File: src/rtl/rangefinder_pkg.sv
// Shared types and default sizing for the rangefinder session sequencer.
package rangefinder_pkg;

  localparam int WIDTH_DEF   = 16;
  localparam int CNT_W_DEF   = 8;
  localparam int TIMEOUT_DEF = 255;

  typedef enum logic [1:0] {
    IDLE = 2'd0,
    RUN  = 2'd1,
    WAIT = 2'd2,
    HOLD = 2'd3
  } state_e;

  // The range field is sized by the package width, so the top's WIDTH must match it.
  typedef struct packed {
    logic [WIDTH_DEF-1:0] range;
    logic                 error;
    logic                 timeout;
  } result_t;

endpackage

File: src/rtl/rangefinder_sequencer_stall_timer.sv
// Saturating stall counter: counts enabled cycles, clears on demand, flags TIMEOUT.
module rangefinder_sequencer_stall_timer #(
  parameter int CNT_W   = 8,
  parameter int TIMEOUT = 255
) (
  input  logic clock,
  input  logic reset,
  input  logic clr,
  input  logic en,
  output logic expired
);

  localparam logic [CNT_W-1:0] LIMIT = CNT_W'(TIMEOUT);

  logic [CNT_W-1:0] cnt_q;
  logic [CNT_W-1:0] cnt_d;

  // Stops at LIMIT rather than wrapping, so expired stays high until cleared.
  always_comb begin
    cnt_d = cnt_q;
    if (clr) begin
      cnt_d = '0;
    end else if (en && (cnt_q != LIMIT)) begin
      cnt_d = cnt_q + CNT_W'(1);
    end
  end

  always_ff @(posedge clock or negedge reset) begin
    if (!reset) begin
      cnt_q <= '0;
    end else begin
      cnt_q <= cnt_d;
    end
  end

  assign expired = (cnt_q == LIMIT);

endmodule

File: src/rtl/rangefinder_sequencer.sv
// Session controller for the rangefinder: streams a burst into go/finish/data_in
// and presents the captured range and status on a result handshake.
module rangefinder_sequencer
  import rangefinder_pkg::*;
#(
  parameter int WIDTH   = WIDTH_DEF,
  parameter int CNT_W   = CNT_W_DEF,
  parameter int TIMEOUT = TIMEOUT_DEF
) (
  input  logic             clock,
  input  logic             reset,
  input  logic             start,
  input  logic [CNT_W-1:0] burst_len,
  input  logic             in_valid,
  input  logic [WIDTH-1:0] in_data,
  output logic             in_ready,
  output logic             rf_go,
  output logic             rf_finish,
  output logic [WIDTH-1:0] rf_data,
  input  logic [WIDTH-1:0] rf_range,
  input  logic             rf_error,
  output logic             res_valid,
  output logic [WIDTH-1:0] res_range,
  output logic             res_error,
  output logic             res_timeout,
  input  logic             res_ready,
  output logic             busy,
  output logic [CNT_W-1:0] sample_cnt
);

  state_e           state_q, state_d;
  logic [CNT_W-1:0] len_q, len_d;
  logic [CNT_W-1:0] sample_cnt_q, sample_cnt_d;
  logic [WIDTH-1:0] last_q, last_d;
  logic             tflag_q, tflag_d;
  result_t          res_q, res_d;

  logic accept;
  logic last_accept;
  logic expired;
  logic abort;
  logic timer_clr;
  logic timer_en;

  assign accept      = in_valid && (state_q == RUN);
  assign last_accept = accept && (sample_cnt_q == (len_q - CNT_W'(1)));
  // Accept has priority over an expired stall counter in the same cycle.
  assign abort       = (state_q == RUN) && expired && !accept;
  assign timer_en    = (state_q == RUN) && !accept;

  rangefinder_sequencer_stall_timer #(
    .CNT_W   (CNT_W),
    .TIMEOUT (TIMEOUT)
  ) u_stall_timer (
    .clock   (clock),
    .reset   (reset),
    .clr     (timer_clr),
    .en      (timer_en),
    .expired (expired)
  );

  always_comb begin
    state_d      = state_q;
    len_d        = len_q;
    sample_cnt_d = sample_cnt_q;
    last_d       = last_q;
    tflag_d      = tflag_q;
    res_d        = res_q;
    timer_clr    = 1'b0;
    case (state_q)
      IDLE: begin
        if (start) begin
          sample_cnt_d = '0;
          if (burst_len != '0) begin
            len_d     = burst_len;
            tflag_d   = 1'b0;
            timer_clr = 1'b1;
            state_d   = RUN;
          end else begin
            res_d   = '{range: '0, error: 1'b1, timeout: 1'b0};
            state_d = HOLD;
          end
        end
      end
      RUN: begin
        if (accept) begin
          sample_cnt_d = sample_cnt_q + CNT_W'(1);
          last_d       = in_data;
          timer_clr    = 1'b1;
          if (last_accept) begin
            state_d = WAIT;
          end
        end else if (expired) begin
          if (sample_cnt_q != '0) begin
            tflag_d = 1'b1;
            state_d = WAIT;
          end else begin
            res_d   = '{range: '0, error: 1'b0, timeout: 1'b1};
            state_d = HOLD;
          end
        end
      end
      WAIT: begin
        res_d   = '{range: rf_range, error: rf_error, timeout: tflag_q};
        state_d = HOLD;
      end
      HOLD: begin
        if (res_ready) begin
          state_d = IDLE;
        end
      end
      default: state_d = IDLE;
    endcase
  end

  always_ff @(posedge clock or negedge reset) begin
    if (!reset) begin
      state_q      <= IDLE;
      len_q        <= '0;
      sample_cnt_q <= '0;
      last_q       <= '0;
      tflag_q      <= 1'b0;
      res_q        <= '0;
    end else begin
      state_q      <= state_d;
      len_q        <= len_d;
      sample_cnt_q <= sample_cnt_d;
      last_q       <= last_d;
      tflag_q      <= tflag_d;
      res_q        <= res_d;
    end
  end

  // A timeout with samples in flight closes the session by replaying the last sample.
  assign in_ready    = (state_q == RUN);
  assign rf_go       = accept && (sample_cnt_q == '0);
  assign rf_finish   = last_accept || (abort && (sample_cnt_q != '0));
  assign rf_data     = accept ? in_data : last_q;
  assign res_valid   = (state_q == HOLD);
  assign res_range   = res_q.range;
  assign res_error   = res_q.error;
  assign res_timeout = res_q.timeout;
  assign busy        = (state_q != IDLE);
  assign sample_cnt  = sample_cnt_q;

endmodule
File: config.mk
export PLATFORM = sky130hd
export DESIGN_NAME = rangefinder_sequencer
export DESIGN_NICKNAME = d
export VERILOG_FILES = /design/src/rtl/rangefinder_pkg.sv /design/src/rtl/rangefinder_sequencer_stall_timer.sv /design/src/rtl/rangefinder_sequencer.sv
export SDC_FILE = /design/constraint.sdc
export NUM_CORES = 1
export LEC_CHECK = 0
export ABC_CLOCK_PERIOD_IN_PS = 5300
export CORE_MARGIN = 3
export CORE_UTILIZATION = 53
export CTS_BUF_LIST = sky130_fd_sc_hd__clkbuf_4
export DETAILED_ROUTE_END_ITERATION = 8
export GPL_ROUTABILITY_DRIVEN = 0
export PLACE_DENSITY = 0.95
export SYNTH_ARGS = -nofsm -noshare
export SYNTH_HDL_FRONTEND = slang
export SYNTH_SLANG_ARGS = --single-unit
File: constraint.sdc
create_clock -name clock -period 5.3 [get_ports clock]
set_input_delay 0.795 -clock clock [delete_from_list [all_inputs] [get_ports clock]]
set_output_delay 0.795 -clock clock [all_outputs]
set_load 0.02 [all_outputs]
==> flow_summary_export.csv <==
group,metric,value,unit
clocking,cts_setup_buffers,0,
timing,clock_skew,12.4,ps
clocking,cts_hold_buffers,0,
worst_setup_path,cp-start-kind,"input port",
worst_hold_path,hp-class,"reg2reg",
clocking,cts_tree,"yes",
timing,hold_violations,0,
logic_synthesis,synth_top_area_share,48.2,%
worst_setup_path,critPathArrivalTime,3140,ps
placement,place_ws,1340,ps
logic_synthesis,ys_types,39,
floorplanning,die_x,83.3,µm
floorplanning,initial_core_util,56.1,%
global_routing,grt_start_max_net_pins,62,
worst_setup_path,critPathTopFamily,"buffers and inverters",
detailed_routing,ant_nets,0,
run,drv_cap,0,
detailed_routing,routed_wl,7360,µm
finish,post-route-cell-area,4300,µm²
worst_setup_path,crit_path_max_fanout,35,
global_routing,grt_usage,22.0,%
timing,fmax,254,MHz
finish,fillers,371,
clocking,cts_sinks,61,
detailed_routing,post-route-drc-count,0,
finish,antenna_cells,0,
floorplanning,core_area,5640,µm²
detailed_routing,wire_per_inst,15.2,µm
timing,slew_viol_final,0,
logic_synthesis,synth_cells,314,
logic_synthesis,syn_avg_cell_area,10.1,µm²
timing,fin_tns_setup,0,ps
finish,mostFrequentLayoutCell,"clkdlybuf4s50_1",
clocking,cts_made_buffers,9,
finish,syn_to_final_growth,35.8,%
detailed_routing,viasPerCell,5.58,
floorplanning,fp-row-count,27,
timing,rsz0062_at_grt,"false",
clocking,ctsRootBufferMaster,"clkbuf_4",
logic_synthesis,synthTopCellsByArea,"dfrtp_1 (48%), mux2_2 (14%), nand2_1 (6.2%)",
placement,io_buffers,92,
detailed_routing,drt_iter0_markers,246,
worst_setup_path,worstPathCellList,"clkdlybuf4s50_1 > nand2_1 > buf_4 > nor4_1 > o2111ai_1 > nand2_1 > clkdlybuf4s50_1",
status,run_status,"finished, final reports clean",
logic_synthesis,synth-warning-count,0,
clocking,cts_resized,0,
timing,fin_crit_sh,74.3,%
timing,finalSetupViolCount,0,
clocking,clk_path_buf_depth,2,
timing,period_needed,3940,ps
worst_setup_path,worst-path-buf-inv,3,
logic_synthesis,yosys.area.top_type,"dfrtp_1",
finish,final_cell_mix,"clkdlybuf4s50_1 (91), dfrtp_1 (61), nand2_1 (52), mux2_2 (40), o21ai_0 (28)",
floorplanning,fp.dieArea,6940,µm²
timing,holdWs,495,ps
logic_synthesis,synth_nets,369,
worst_setup_path,end_kind,"primary output",
worst_setup_path,path_class,"in2out",
floorplanning,die_h,83.3,µm
placement,dpl_cell_area,4150,µm²
global_routing,grt_overflow,0,
detailed_routing,first_pass_iters,4,
worst_setup_path,critPathSlowestCell,"clkdlybuf4s50_1",
global_routing,antenna_found_initial,0,
finish,drive_gt1_share,14.0,%
floorplanning,ios,93,
detailed_routing,vias,2705,
worst_setup_path,crit_required,4510,ps
global_routing,grt_pass1_vias,2816,
power_and_ir_drop,ir_worst_vdd,393,µV
clocking,cts.clk_slew.worst_paths,90,ps
timing,relSlewSlack,48.2,%
power_and_ir_drop,p_leak,1.83,nW
logic_synthesis,yosysSeqAreaShare,48.2,%
clocking,clock_latency,390,ps
power_and_ir_drop,power_density,576,nW/µm²
logic_synthesis,syn_area,3170,µm²
finish,nets,463,
timing,tightestPinTransition,767,ps
worst_setup_path,cp_slowest_stage_delay,680,ps
placement,hpwlAfterDp,5380,µm
global_routing,grt_first_pass_wirelength,12600,µm
logic_synthesis,ys_ff_latch,61,
clocking,cts_max_level,3,
timing,timing.final.ws_setup,1360,ps
-- cell families after synthesis --
| logic type | share of synthesized area, % |
|---|---|
| muxes | 14.5 |
| DFF | 48.2 |
| AOI/OAI and AO/OA | 9.61 |
| xor gates and xnor gates | 4.70 |
| buffers and inverters | 3.04 |
| and+or+nand+nor | 16.3 |
| adders and majority gates | 3.56 |
-- flip-flops by register name (all words and copies together) (netlist names) --
signal and cells:
sample_cnt 8, last_q 16, res_range 16, state_q 2, tflag_q 1, len_q 8, res_timeout 1, u_stall_timer.cnt_q 8
res_error 1
-- layout make-up --
type                    count  area (µm²)  share of cell area (%)
inverters                  13        48.8                    1.14
multi-input cells         228        1540                    35.9
clock inverters             6        77.6                    1.80
repair buffers             95         938                    21.8
flip-flops and latches     61        1530                    35.5
clock buffers              10        75.1                    1.75
well taps                  72        90.1                    2.10
-- power breakdown --
part           switching (mW)  leakage (nW)  internal, mW  total (mW)
Combinational           0.672         0.958         0.641        1.31
Sequential              0.153         0.785         0.651       0.803
Clock                   0.168        0.0852         0.192       0.360
Total                   0.993          1.83          1.48        2.48
-- through the flow --
stage,std cells,total power [mW],utilization (%)
finish,485,2.48,76.2
global route,485,2.64,76.2
CTS,485,2.49,76.2
detailed placement,469,2.12,73.5
global placement,469,2.07,73.5
floorplan,314,1.60,-
-- cell usage after synthesis, drive strengths merged --
cell type,instances
xnor2,9
o221ai,1
nor2b,2
nand2,52
a41oi,1
xor2,8
a32o,1
clkbuf,10
nor3b,1
o21ai,28
o22a,1
a22o,2
dfrtp,61
a311o,1
or4b,1
and3b,1
a211o,1
o2111ai,2
or3,4
or4,1
and3,3
a21o,1
or3b,1
buf,2
o211ai,2
nand2b,4
nor4,5
inv,13
a21oi,9
mux2i,1
and4,1
a31oi,1
mux2,40
nor3,5
nand4,7
nand3,3
nor2,18
and2,1
ha,9
-- per-layer routing --
| layer | global-route usage, % | share of wire, % |
|---|---|---|
| met1 | 26.3 | 41 |
| met2 | 38.3 | 52 |
| met3 | 4.76 | 5.7 |
| met4 | 8.92 | 1.8 |
| met5 | 0 | 0 |
-- worst reg2reg max path: cells and delay by family, from the launching register on --
| family | cells | cell delay (ps) |
|---|---|---|
| simple gates | 2 | 450 |
| flops | 1 | 430 |
| buf+inv | 2 | 400 |
| compound gates | 3 | 860 |
| fa+ha+maj | 1 | 440 |
-- worst paths after layout --
kind	startpoint	to	slack [ps]	cells past startpoint
max	in_valid	rf_finish	1360	7
min	res_range[2]	res_range[2]	490	2
max reg2reg	state_q[1]	state_q[0]	2610	8
min reg2reg	res_range[2]	res_range[2]	490	2
max in group asynchronous	reset	last_q[9]	4240	2
min in group asynchronous	reset	state_q[1]	550	2
No activity file was read; power rests on OpenSTA's default activity.
